===== src/rtl/ram_arbiter.sv =====
// ram_arbiter: two-master arbiter for a single-port word RAM with byte-write read-modify-write
//   clk, rst (async active-low)
//   m_req_i/m_we_i[1:0], m0_/m1_addr_i, m0_/m1_wdata_i, m0_/m1_sel_i : master requests
//   m_gnt_o[1:0] (combinational), m_rvalid_o[1:0], m_rdata_o           : grant and response
//   ram_we_o, ram_addr_o, ram_wdata_o, ram_rdata_i                      : RAM side
module ram_arbiter #(
    parameter bit RR_EN  = 1'b1,
    parameter int ADDR_W = 32,
    parameter int DATA_W = 32
) (
    input  logic              clk,
    input  logic              rst,
    input  logic [1:0]        m_req_i,
    input  logic [1:0]        m_we_i,
    input  logic [ADDR_W-1:0] m0_addr_i,
    input  logic [ADDR_W-1:0] m1_addr_i,
    input  logic [DATA_W-1:0] m0_wdata_i,
    input  logic [DATA_W-1:0] m1_wdata_i,
    input  logic [DATA_W/8-1:0] m0_sel_i,
    input  logic [DATA_W/8-1:0] m1_sel_i,
    output logic [1:0]        m_gnt_o,
    output logic [1:0]        m_rvalid_o,
    output logic [DATA_W-1:0] m_rdata_o,
    output logic              ram_we_o,
    output logic [ADDR_W-1:0] ram_addr_o,
    output logic [DATA_W-1:0] ram_wdata_o,
    input  logic [DATA_W-1:0] ram_rdata_i
);
    localparam int NB = DATA_W / 8;
    localparam logic [0:0] IDLE   = 1'b0;
    localparam logic [0:0] RMW_WR = 1'b1;
    logic [0:0]        state_q;
    logic              last_q;
    logic              cap_k_q;
    logic [ADDR_W-1:0] cap_addr_q;
    logic [DATA_W-1:0] cap_wdata_q;
    logic [DATA_W-1:0] cap_old_q;
    logic [NB-1:0]     cap_sel_q;
    logic              win1;
    logic              k;
    logic              go;
    logic              we;
    logic              full;
    logic              zero;
    logic [1:0]        gnt;
    logic [ADDR_W-1:0] addr;
    logic [DATA_W-1:0] wdata;
    logic [NB-1:0]     sel;
    logic [DATA_W-1:0] mask;
    logic [DATA_W-1:0] merged;
    always_comb begin
        // m1 wins when alone, or on a tie when round-robin says it is m1's turn
        win1   = m_req_i[1] & (~m_req_i[0] | (RR_EN & ~last_q));
        gnt    = (rst && state_q == IDLE) ? (win1 ? 2'b10 : {1'b0, m_req_i[0]}) : 2'b00;
        k      = gnt[1];
        go     = |gnt;
        addr   = k ? m1_addr_i : m0_addr_i;
        wdata  = k ? m1_wdata_i : m0_wdata_i;
        sel    = k ? m1_sel_i : m0_sel_i;
        we     = m_we_i[k];
        full   = &sel;
        zero   = ~|sel;
        mask   = '0;
        for (int i = 0; i < NB; i++) mask[8*i +: 8] = {8{cap_sel_q[i]}};
        merged = (cap_wdata_q & mask) | (cap_old_q & ~mask);
        m_gnt_o     = gnt;
        ram_we_o    = rst & (state_q == RMW_WR | (go & we & full));
        ram_addr_o  = !rst ? '0 : state_q == RMW_WR ? cap_addr_q : addr;
        ram_wdata_o = !rst ? '0 : state_q == RMW_WR ? merged : wdata;
    end
    always_ff @(posedge clk or negedge rst) begin
        if (!rst) begin
            state_q     <= IDLE;
            last_q      <= 1'b1;
            cap_k_q     <= 1'b0;
            cap_addr_q  <= '0;
            cap_wdata_q <= '0;
            cap_old_q   <= '0;
            cap_sel_q   <= '0;
            m_rvalid_o  <= 2'b00;
            m_rdata_o   <= '0;
        end else if (state_q == RMW_WR) begin
            state_q    <= IDLE;
            m_rvalid_o <= cap_k_q ? 2'b10 : 2'b01;
            m_rdata_o  <= '0;
        end else if (go) begin
            last_q <= k;
            // partial writes latch the old word now and write the merged word next cycle
            if (we && !full && !zero) begin
                state_q     <= RMW_WR;
                cap_k_q     <= k;
                cap_addr_q  <= addr;
                cap_wdata_q <= wdata;
                cap_sel_q   <= sel;
                cap_old_q   <= ram_rdata_i;
                m_rvalid_o  <= 2'b00;
            end else begin
                m_rvalid_o <= gnt;
                m_rdata_o  <= we ? '0 : ram_rdata_i;
            end
        end else begin
            m_rvalid_o <= 2'b00;
        end
    end
endmodule

===== config.mk =====
export PLATFORM = sky130hd
export DESIGN_NAME = ram_arbiter
export DESIGN_NICKNAME = d
export VERILOG_FILES = /design/src/rtl/ram_arbiter.sv
export SDC_FILE = /design/constraint.sdc
export NUM_CORES = 1
export LEC_CHECK = 0
export ABC_AREA = 1
export ABC_CLOCK_PERIOD_IN_PS = 2350
export BUFFER_PORTS_ARGS = -buffer_cell sky130_fd_sc_hd__buf_4
export CAP_MARGIN = 20
export CORE_AREA = 10 10 132 182
export DETAILED_ROUTE_END_ITERATION = 8
export DIE_AREA = 0 0 142 192
export PLACE_DENSITY = 0.56
export SLEW_MARGIN = 20
export SYNTH_ARGS = -nofsm -noshare
export SYNTH_HDL_FRONTEND = slang
export SYNTH_SLANG_ARGS = --single-unit

===== constraint.sdc =====
create_clock -name clk -period 2.35 [get_ports clk]
set_input_delay 0.235 -clock clk [delete_from_list [all_inputs] [get_ports clk]]
set_output_delay 0.235 -clock clk [all_outputs]
set_load 0.1 [all_outputs]

==> results of run 1 <==
==> worst register-to-register path, stage by stage, from the launching register on <==
cell       delay, ns
dfstp_2         0.56
nand2_4         0.06
nand2_4         0.08
nor2_4          0.05
buf_12          0.15
buf_6           0.12
clkbuf_16       0.15
nor2_2          0.24
inv_2           0.11
nand4_4         0.12
buf_4           0.18
clkbuf_16       0.23
o21ai_0         0.11
==> worst paths after layout <==
check	start	endpoint	slack (ns)	cells past startpoint
max	last_q	ram_addr_o[1]	-0.11	9
min	ram_rdata_i[18]	cap_old_q[18]	0.02	3
max reg2reg	last_q	cap_addr_q[27]	0.06	12
min reg2reg	cap_k_q	m_rvalid_o[0]	0.48	1
max in group asynchronous	rst	m_rdata_o[31]	0.45	4
min in group asynchronous	rst	cap_old_q[2]	0.07	3
==> layout by cell type, fill, tap and decap left out, types with 4 or more instances in the layout <==
cell type	n
inv_1	12
nand2_2	8
clkbuf_16	22
o32ai_4	32
dlygate4sd3_1	4
o21ai_4	32
buf_4	251
inv_6	4
buf_6	8
nand3_1	64
buf_12	82
buf_16	7
nand4_1	33
o21ai_1	34
o21ai_0	36
mux2i_4	59
dfrtp_1	135
nand2_1	222
nor2_1	67
==> power by group <==
group | total, mW | leakage, nW | internal [mW] | switching, mW
logic | 6.00 | 3.94 | 2.06 | 3.94
registers | 3.66 | 1.74 | 3.16 | 0.499
clock network | 2.55 | 0.263 | 1.46 | 1.09
total | 12.2 | 5.94 | 6.68 | 5.53
==> cell type report <==
cell class | instances | area [um2] | share of cell area
well taps | 256 | 320.3 | 0.02393
clock inverters | 13 | 120.1 | 0.008974
repair buffers | 360 | 4019 | 0.3002
inverters | 16 | 65.06 | 0.004861
multi-input cells | 608 | 4996 | 0.3732
flip-flops and latches | 137 | 3431 | 0.2563
clock buffers | 18 | 429.2 | 0.03206
diodes | 2 | 5.005 | 0.0003739
==> state kept, by name (all words and copies together) (netlist names) <==
name / flops
cap_sel_q: 4
m_rdata_o: 32
state_q: 1
cap_wdata_q: 32
cap_old_q: 32
cap_k_q: 1
last_q: 1
cap_addr_q: 32
m_rvalid_o: 2
==> metal layers <==
layer | routed length [um] | part of all wire | vias up | track usage
met5 | 0 | 0 | - | 0
met4 | 675 | 0.023 | 0 | 0.07801
met3 | 1470 | 0.051 | 37 | 0.04721
met2 | 15850 | 0.55 | 196 | 0.3639
met1 | 10860 | 0.38 | 3493 | 0.2248
li1 | - | - | 3489 | -
==> stage by stage <==
| step | setup slack (ns) | TNS [ns] |
|---|---|---|
| 4_1_cts | -0.1489 | -4.908 |
| 2_1_floorplan | -0.2756 | -1.149 |
| 3_5_place_dp | 0.009578 | 0 |
| 6_report | -0.1072 | -2.710 |
| 5_1_grt | -0.1753 | -7.179 |
| 3_3_place_gp | 0.05384 | 0 |
==> what timing repair did <==
item | in CTS | in global routing
hold endpoints to repair | 64 | 0
resized for setup | 212 | 143
endpoints found under the setup margin | 65 | 108
buffers inserted | 10 | 31
hold buffers | 5 | 0
cloned | 3 | 5
pin swaps | 8 | 13
==> kinds of logic (layout without fill, tap and decap cells) <==
group,after synthesis,in the layout,share of synthesized area
simple gates,406,407,0.2461
compound gates,137,137,0.1147
flops,137,137,0.4852
buf+inv,82,407,0.06337
mux,64,64,0.09063
other cells,0,2,0
==> reports/qor.csv, run 1 <==
stage,metric,value,unit
run_status,status,"finished, violations left",
run_status,violations,negative setup slack,
setup_path,crit_arrival,2.22,ns
setup_path,cp_top_family,buffers and inverters,
yosys,synth_edf_count,0,
drt,drt_pass1_iterations,4,
yosys,ys_types,25,
sta,setup_viol,57,
pwr,finalPower,12.21,mW
grt,grt_max_degree,59,
setup_path,cp-start-kind,register,
drt,drt-total-wl,28.85,mm
setup_path,cp_slowest_cell,dfstp_2,
cts,cts_max_level,4,
yosys,synth_area,0.007068,mm2
cts,cts_buffers,17,
yosys,yosysMostFrequentCell,nand2_1,
sta,hold_viol,0,
layout,drive_gt1_frac,0.4696,
die,core,0.02048,mm2
die,io_pins,275,
sta,max_slew_margin,0.3948,
cts,cts.sinks,137,
yosys,async_reset_ff_frac,1.000,
sta,fin_ws,-0.1072,ns
grt,antenna_found_initial,2,
drt,dr.first_iter.drc_count,343,
yosys,yosysWarnings,0,
placement,dp.cells,1329,
sta,rsz0062_at_grt,yes,
yosys,yosysSeqAreaShare,0.4852,
cts,cts_tree,done,
setup_path,crit_chain,nand2_4 > nand2_4 > nor2_4 > buf_12 > buf_16 > buf_16 > mux2i_4 > o21ai_4 > buf_12,
die,rows,62,
layout,area_growth,89.38,%
layout,fillers,1645,
die,start_util,0.3451,
cts,clk_latency,0.42,ns
sta,fin_crit,2.457,ns
sta,report.final.slew_viol_count,0,
yosys,syn-num-nets,1000,
pwr,leakage,5.944,nW
hold_path,hp-class,input port to register,
layout,fin_util,0.6536,
setup_path,cp_num_buf_inv,4,
setup_path,critPathCaptureType,primary output,
setup_path,critPathMaxFanout,8,
sta,whs,0.01893,ns
sta,fmax,407.0,MHz
drt,wl_per_cell,20.46,um
setup_path,cp_data_required_time,2.12,ns
die,dieArea,0.02726,mm2
pwr,ir_worst_vdd,535.1,uV
pwr,p_per_area,912.2,mW/mm2
cts,path_clk_slew,0.06,ns
die,die_w,142,um
placement,port_buffers,274,
placement,gp_congestion,0.7918,
setup_path,path_class,register to primary output,
layout,instances_no_fill,1410,
layout,nets,1314,
setup_path,crit_path_max_incr_delay,0.56,ns
yosys,synth_top_cell_area_share,0.4815,
drt,vias,7215,
cts,cts_root_buf,clkbuf_16,
yosys,ys.flop_type,dfrtp_1,
sta,finClkSkew,0.01047,ns
sta,tightest_slew,0.9048,ns
drt,viasPerCell,5.117,
yosys,yosys-top-cells-count,"nand2_1, dfrtp_1, nor2_1",
job,maxCapViolCount,0,
placement,place_area,0.01049,mm2
drt,drc_errors,0,
die,die_height,192,um
yosys,syn_inst,826,
cts,cts_buffer_depth,2,
layout,design_area,0.01339,mm2
sta,post-route-period-util,1.046,
grt,globalRouteOverflowTotal,0,
grt,grt_pass1_wl,43.68,mm
grt,track_usage,0.2026,
yosys,synth_area_leaders,"dfrtp_1, nand2_1, mux2i_1",
drt,antenna_left,0,
yosys,yosys.area.top_type,dfrtp_1,
placement,place_hpwl,19.62,mm
grt,grt_pass1_vias,7601,
yosys,ys_seq_elements,137,
yosys,syn_area_per_cell,8.557,um2
No activity file was read; power rests on OpenSTA's default activity.
==> inputs of run 2 (changes only) <==
ABC_AREA = 0   (was 1)
CORE_AREA = 10 10 138 190   (was 10 10 132 182)
DIE_AREA = 0 0 148 200   (was 0 0 142 192)
PLACE_DENSITY = 0.55   (was 0.56)
==> run 2 against run 1 <==
The flow still finishes with violations (negative setup slack). Cell count fell by 18%. Total power is 9.2% lower. Die area rose by 8.6%. Hold slack improved by 0.013 ns. Design area shrank 17%. Maximum frequency shrank 0.88%. Sequential power hardly changed. Synthesized cell count is 30% lower. Routed wire length decreased by 17%. Combinational power down 20%. First-iteration DRC count fell by 38%. Non-clock buffer count fell by 65. Critical path type unchanged. Highest routed layer unchanged.
==> reports/qor.csv, run 2 <==
stage,metric,value,unit,change
cts,cts.sinks,137,,unchanged
layout,fillers,2093,,+27%
setup_path,crit_path_max_incr_delay,0.49,ns,-0.07 ns
setup_path,crit_arrival,2.24,ns,+0.02 ns
run_status,status,"finished, violations left",,
cts,cts_buffer_depth,2,,unchanged
yosys,yosysSeqAreaShare,0.4380,,-0.04722
placement,gp_congestion,0.7947,,+0.37%
setup_path,critPathMaxFanout,13,,+5
setup_path,endpoint,ram_wdata_o[29],,
grt,antenna_found_initial,0,,-2
setup_path,r2r_cells,7,,-5
setup_path,cp_slowest_cell,dfrtp_4,,
hold_path,hp-class,input port to async pin,,
yosys,syn_area_per_cell,13.45,um2,+57%
yosys,ys_seq_elements,137,,unchanged
pwr,ir_worst_vdd,541.5,uV,+1.2%
layout,drive_gt1_frac,0.5928,,+0.1231
layout,fin_util,0.4899,,-0.1637
layout,antenna_cells_inserted,0,,-2
grt,globalRouteOverflowTotal,0,,unchanged
setup_path,cp_data_required_time,2.12,ns,about the same
yosys,synth_edf_count,0,,unchanged
yosys,yosysWarnings,0,,unchanged
yosys,synth_fa_ha_area_frac,0,,unchanged
sta,hold_viol,0,,unchanged
yosys,yosys-top-cells-count,"dfrtp_1, mux2_4, mux2_2",,
setup_path,cp-start-kind,register,,
die,die_height,200,um,+4.2%
setup_path,crit_cells,6,,-3
die,start_util,0.3463,,+0.001195
yosys,synth_xor_area_frac,0,,unchanged
sta,post-route-period-util,1.055,,+0.009234
yosys,synth_area,0.007830,mm2,+11%
yosys,synth_top_cell_area_share,0.4346,,-0.04686
cts,cts_max_level,4,,unchanged
cts,cts_tree,done,,
sta,setup_viol,64,,+12%
sta,whs,0.03229,ns,+0.01335 ns
setup_path,r2r-start,state_q,,
yosys,yosysMostFrequentCell,dfrtp_1,,
grt,track_usage,0.1583,,-0.04431
sta,rsz0062_at_grt,yes,,
sta,report.final.slew_viol_count,0,,unchanged
yosys,syn-num-nets,756,,-24%
die,dieArea,0.02960,mm2,+8.6%
drt,wl_per_cell,20.73,um,+1.3%
setup_path,crit_chain,and3b_2 > nand2_8 > buf_16 > mux2_4 > o211a_1 > buf_8,,
layout,layout_commonest_cell,buf_4,,
setup_path,critPathCaptureType,primary output,,
sta,max_slew_margin,0.3020,,-0.09279
setup_path,r2r_end,cap_old_q[26],,
drt,drt_pass1_iterations,4,,unchanged
placement,place_area,0.01012,mm2,-3.4%
yosys,synthSimpleGateAreaFrac,0.05625,,-0.1898
grt,grt_pass1_vias,6681,,-12%
setup_path,critPathLaunch,state_q,,
die,io_pins,275,,unchanged
cts,clk_latency,0.41,ns,about the same
setup_path,cp_num_buf_inv,2,,-2
die,rows,65,,+4.8%
layout,layout_common_cells,"buf_4, dfrtp_1, mux2_4, mux2_2, o211a_1",,
yosys,ys.flop_type,dfrtp_1,,
sta,fin_crit,2.479,ns,+0.02170 ns
setup_path,path_class,register to primary output,,
run_status,violations,negative setup slack,,
die,die_w,148,um,+4.2%
drt,vias,5825,,-19%
pwr,leakage,5.653,nW,-4.9%
die,core,0.02261,mm2,+10%
setup_path,cp_top_family,flip-flops,,
drt,antenna_left,0,,unchanged
sta,fin_ws,-0.1289,ns,-0.02170 ns
drt,drt-total-wl,24.01,mm,-17%
grt,grt_max_degree,205,,+250%
layout,nets,1019,,-22%
job,maxCapViolCount,0,,unchanged
yosys,synthMuxAreaShare,0.3247,,+0.2341
yosys,ys_types,35,,+40%
drt,drc_errors,0,,unchanged
drt,viasPerCell,5.030,,-1.7%
pwr,p_per_area,1000,mW/mm2,+9.7%
sta,tightest_slew,1.047,ns,+0.1422 ns
yosys,synth_area_leaders,"dfrtp_1, mux2_4, mux2_2",,
yosys,yosys.area.top_type,dfrtp_1,,
yosys,syn_inst,582,,-30%
placement,place_hpwl,17.46,mm,-11%
sta,setup_tns,-6.029,ns,-3.319 ns
layout,area_growth,41.45,%,
setup_path,ff2ff_setup_slack,0.09,ns,+0.03 ns
yosys,async_reset_ff_frac,1.000,,unchanged
placement,port_buffers,274,,unchanged
pwr,finalPower,11.08,mW,-9.2%
yosys,synth_top_family_by_area,multiplexers,,
cts,cts_buffers,17,,unchanged
sta,finClkSkew,0.008757,ns,-0.001714 ns
layout,design_area,0.01108,mm2,-17%
sta,fmax,403.4,MHz,-0.88%
yosys,synth_compound_area_frac,0.1309,,+0.01616
drt,dr.first_iter.drc_count,214,,-38%
cts,cts_root_buf,clkbuf_16,,
grt,grt_pass1_wl,37.20,mm,-15%
cts,path_clk_slew,0.06,ns,about the same
run 2: changes by cell type after synthesis, moves of 35 or more:
cell	change
mux2_2	+79
mux2_4	+88
nor2_1	-70
o21ai_0	-65
nand2_1	-195
o21ai_1	-35
nand3_1	-63
o211a_1	+64
run 2: worst min path at each step:
| stage | from | to | depth (start not counted) |
|---|---|---|---|
| 2_1_floorplan | rst | cap_addr_q[0] | 0 |
| 3_3_place_gp | ram_rdata_i[20] | m_rdata_o[20] | 2 |
| 3_5_place_dp | ram_rdata_i[6] | m_rdata_o[6] | 2 |
| 4_1_cts | ram_rdata_i[21] | m_rdata_o[21] | 2 |
| 5_1_grt | ram_rdata_i[6] | m_rdata_o[6] | 2 |
| 6_report | rst | cap_addr_q[14] | 2 |
run 2: routing by layer:
| layer | track usage | vias up | share of wire |
|---|---|---|---|
| li1 | - | 2674 | - |
| met5 | 0 | - | 0 |
| met1 | 0.1693 | 2959 | 0.38 |
| met2 | 0.2852 | 168 | 0.54 |
| met4 | 0.06071 | 0 | 0.022 |
| met3 | 0.04912 | 24 | 0.065 |
run 2: report_power, final:
group | switching [mW] | leakage [nW] | internal, mW
Clock | 1.06 | 0.276 | 1.60
Combinational | 2.81 | 3.73 | 1.98
Sequential | 0.519 | 1.65 | 3.12
Total | 4.39 | 5.65 | 6.69
run 2: logic make-up (layout without fill, tap and decap cells):
family / after synthesis / count (layout)
buffers and inverters: 56 / 331
multiplexers: 200 / 200
AND/OR/NAND/NOR: 81 / 81
AO/OA/AOI/OAI: 108 / 108
flip-flops: 137 / 137
run 2: per-stage QoR:
step	instances	worst slack, ns
finish	1158	-0.1289
global route	1158	-0.2053
CTS	1157	-0.1636
detailed placement	1122	0.1994
global placement	1122	0.2361
floorplan	582	0.08372
run 2: final cells by class:
class | count | area (um2) | area share
Sequential cell | 137 | 3433 | 0.3100
Timing Repair Buffer | 295 | 2606 | 0.2353
Tap cell | 301 | 376.6 | 0.03400
Clock inverter | 13 | 143.9 | 0.01299
Inverter | 5 | 23.77 | 0.002146
Clock buffer | 18 | 439.2 | 0.03965
Multi-Input combinational cell | 389 | 4053 | 0.3659
run 2: worst reg2reg max path: cells and delay by family, from the launching register on:
| family | cells | cell delay [ns] |
|---|---|---|
| compound gates | 1 | 0.23 |
| buf+inv | 3 | 0.68 |
| flops | 1 | 0.49 |
| mux | 1 | 0.33 |
| simple gates | 2 | 0.42 |
run 2: what timing repair did:
action / in CTS / in global routing
cloned: 1 / 0
pin swaps: 1 / 0
gates resized for setup: 80 / 3
hold buffers: 0 / 0
buffers inserted: 3 / 1
endpoints found under the setup margin: 65 / 65
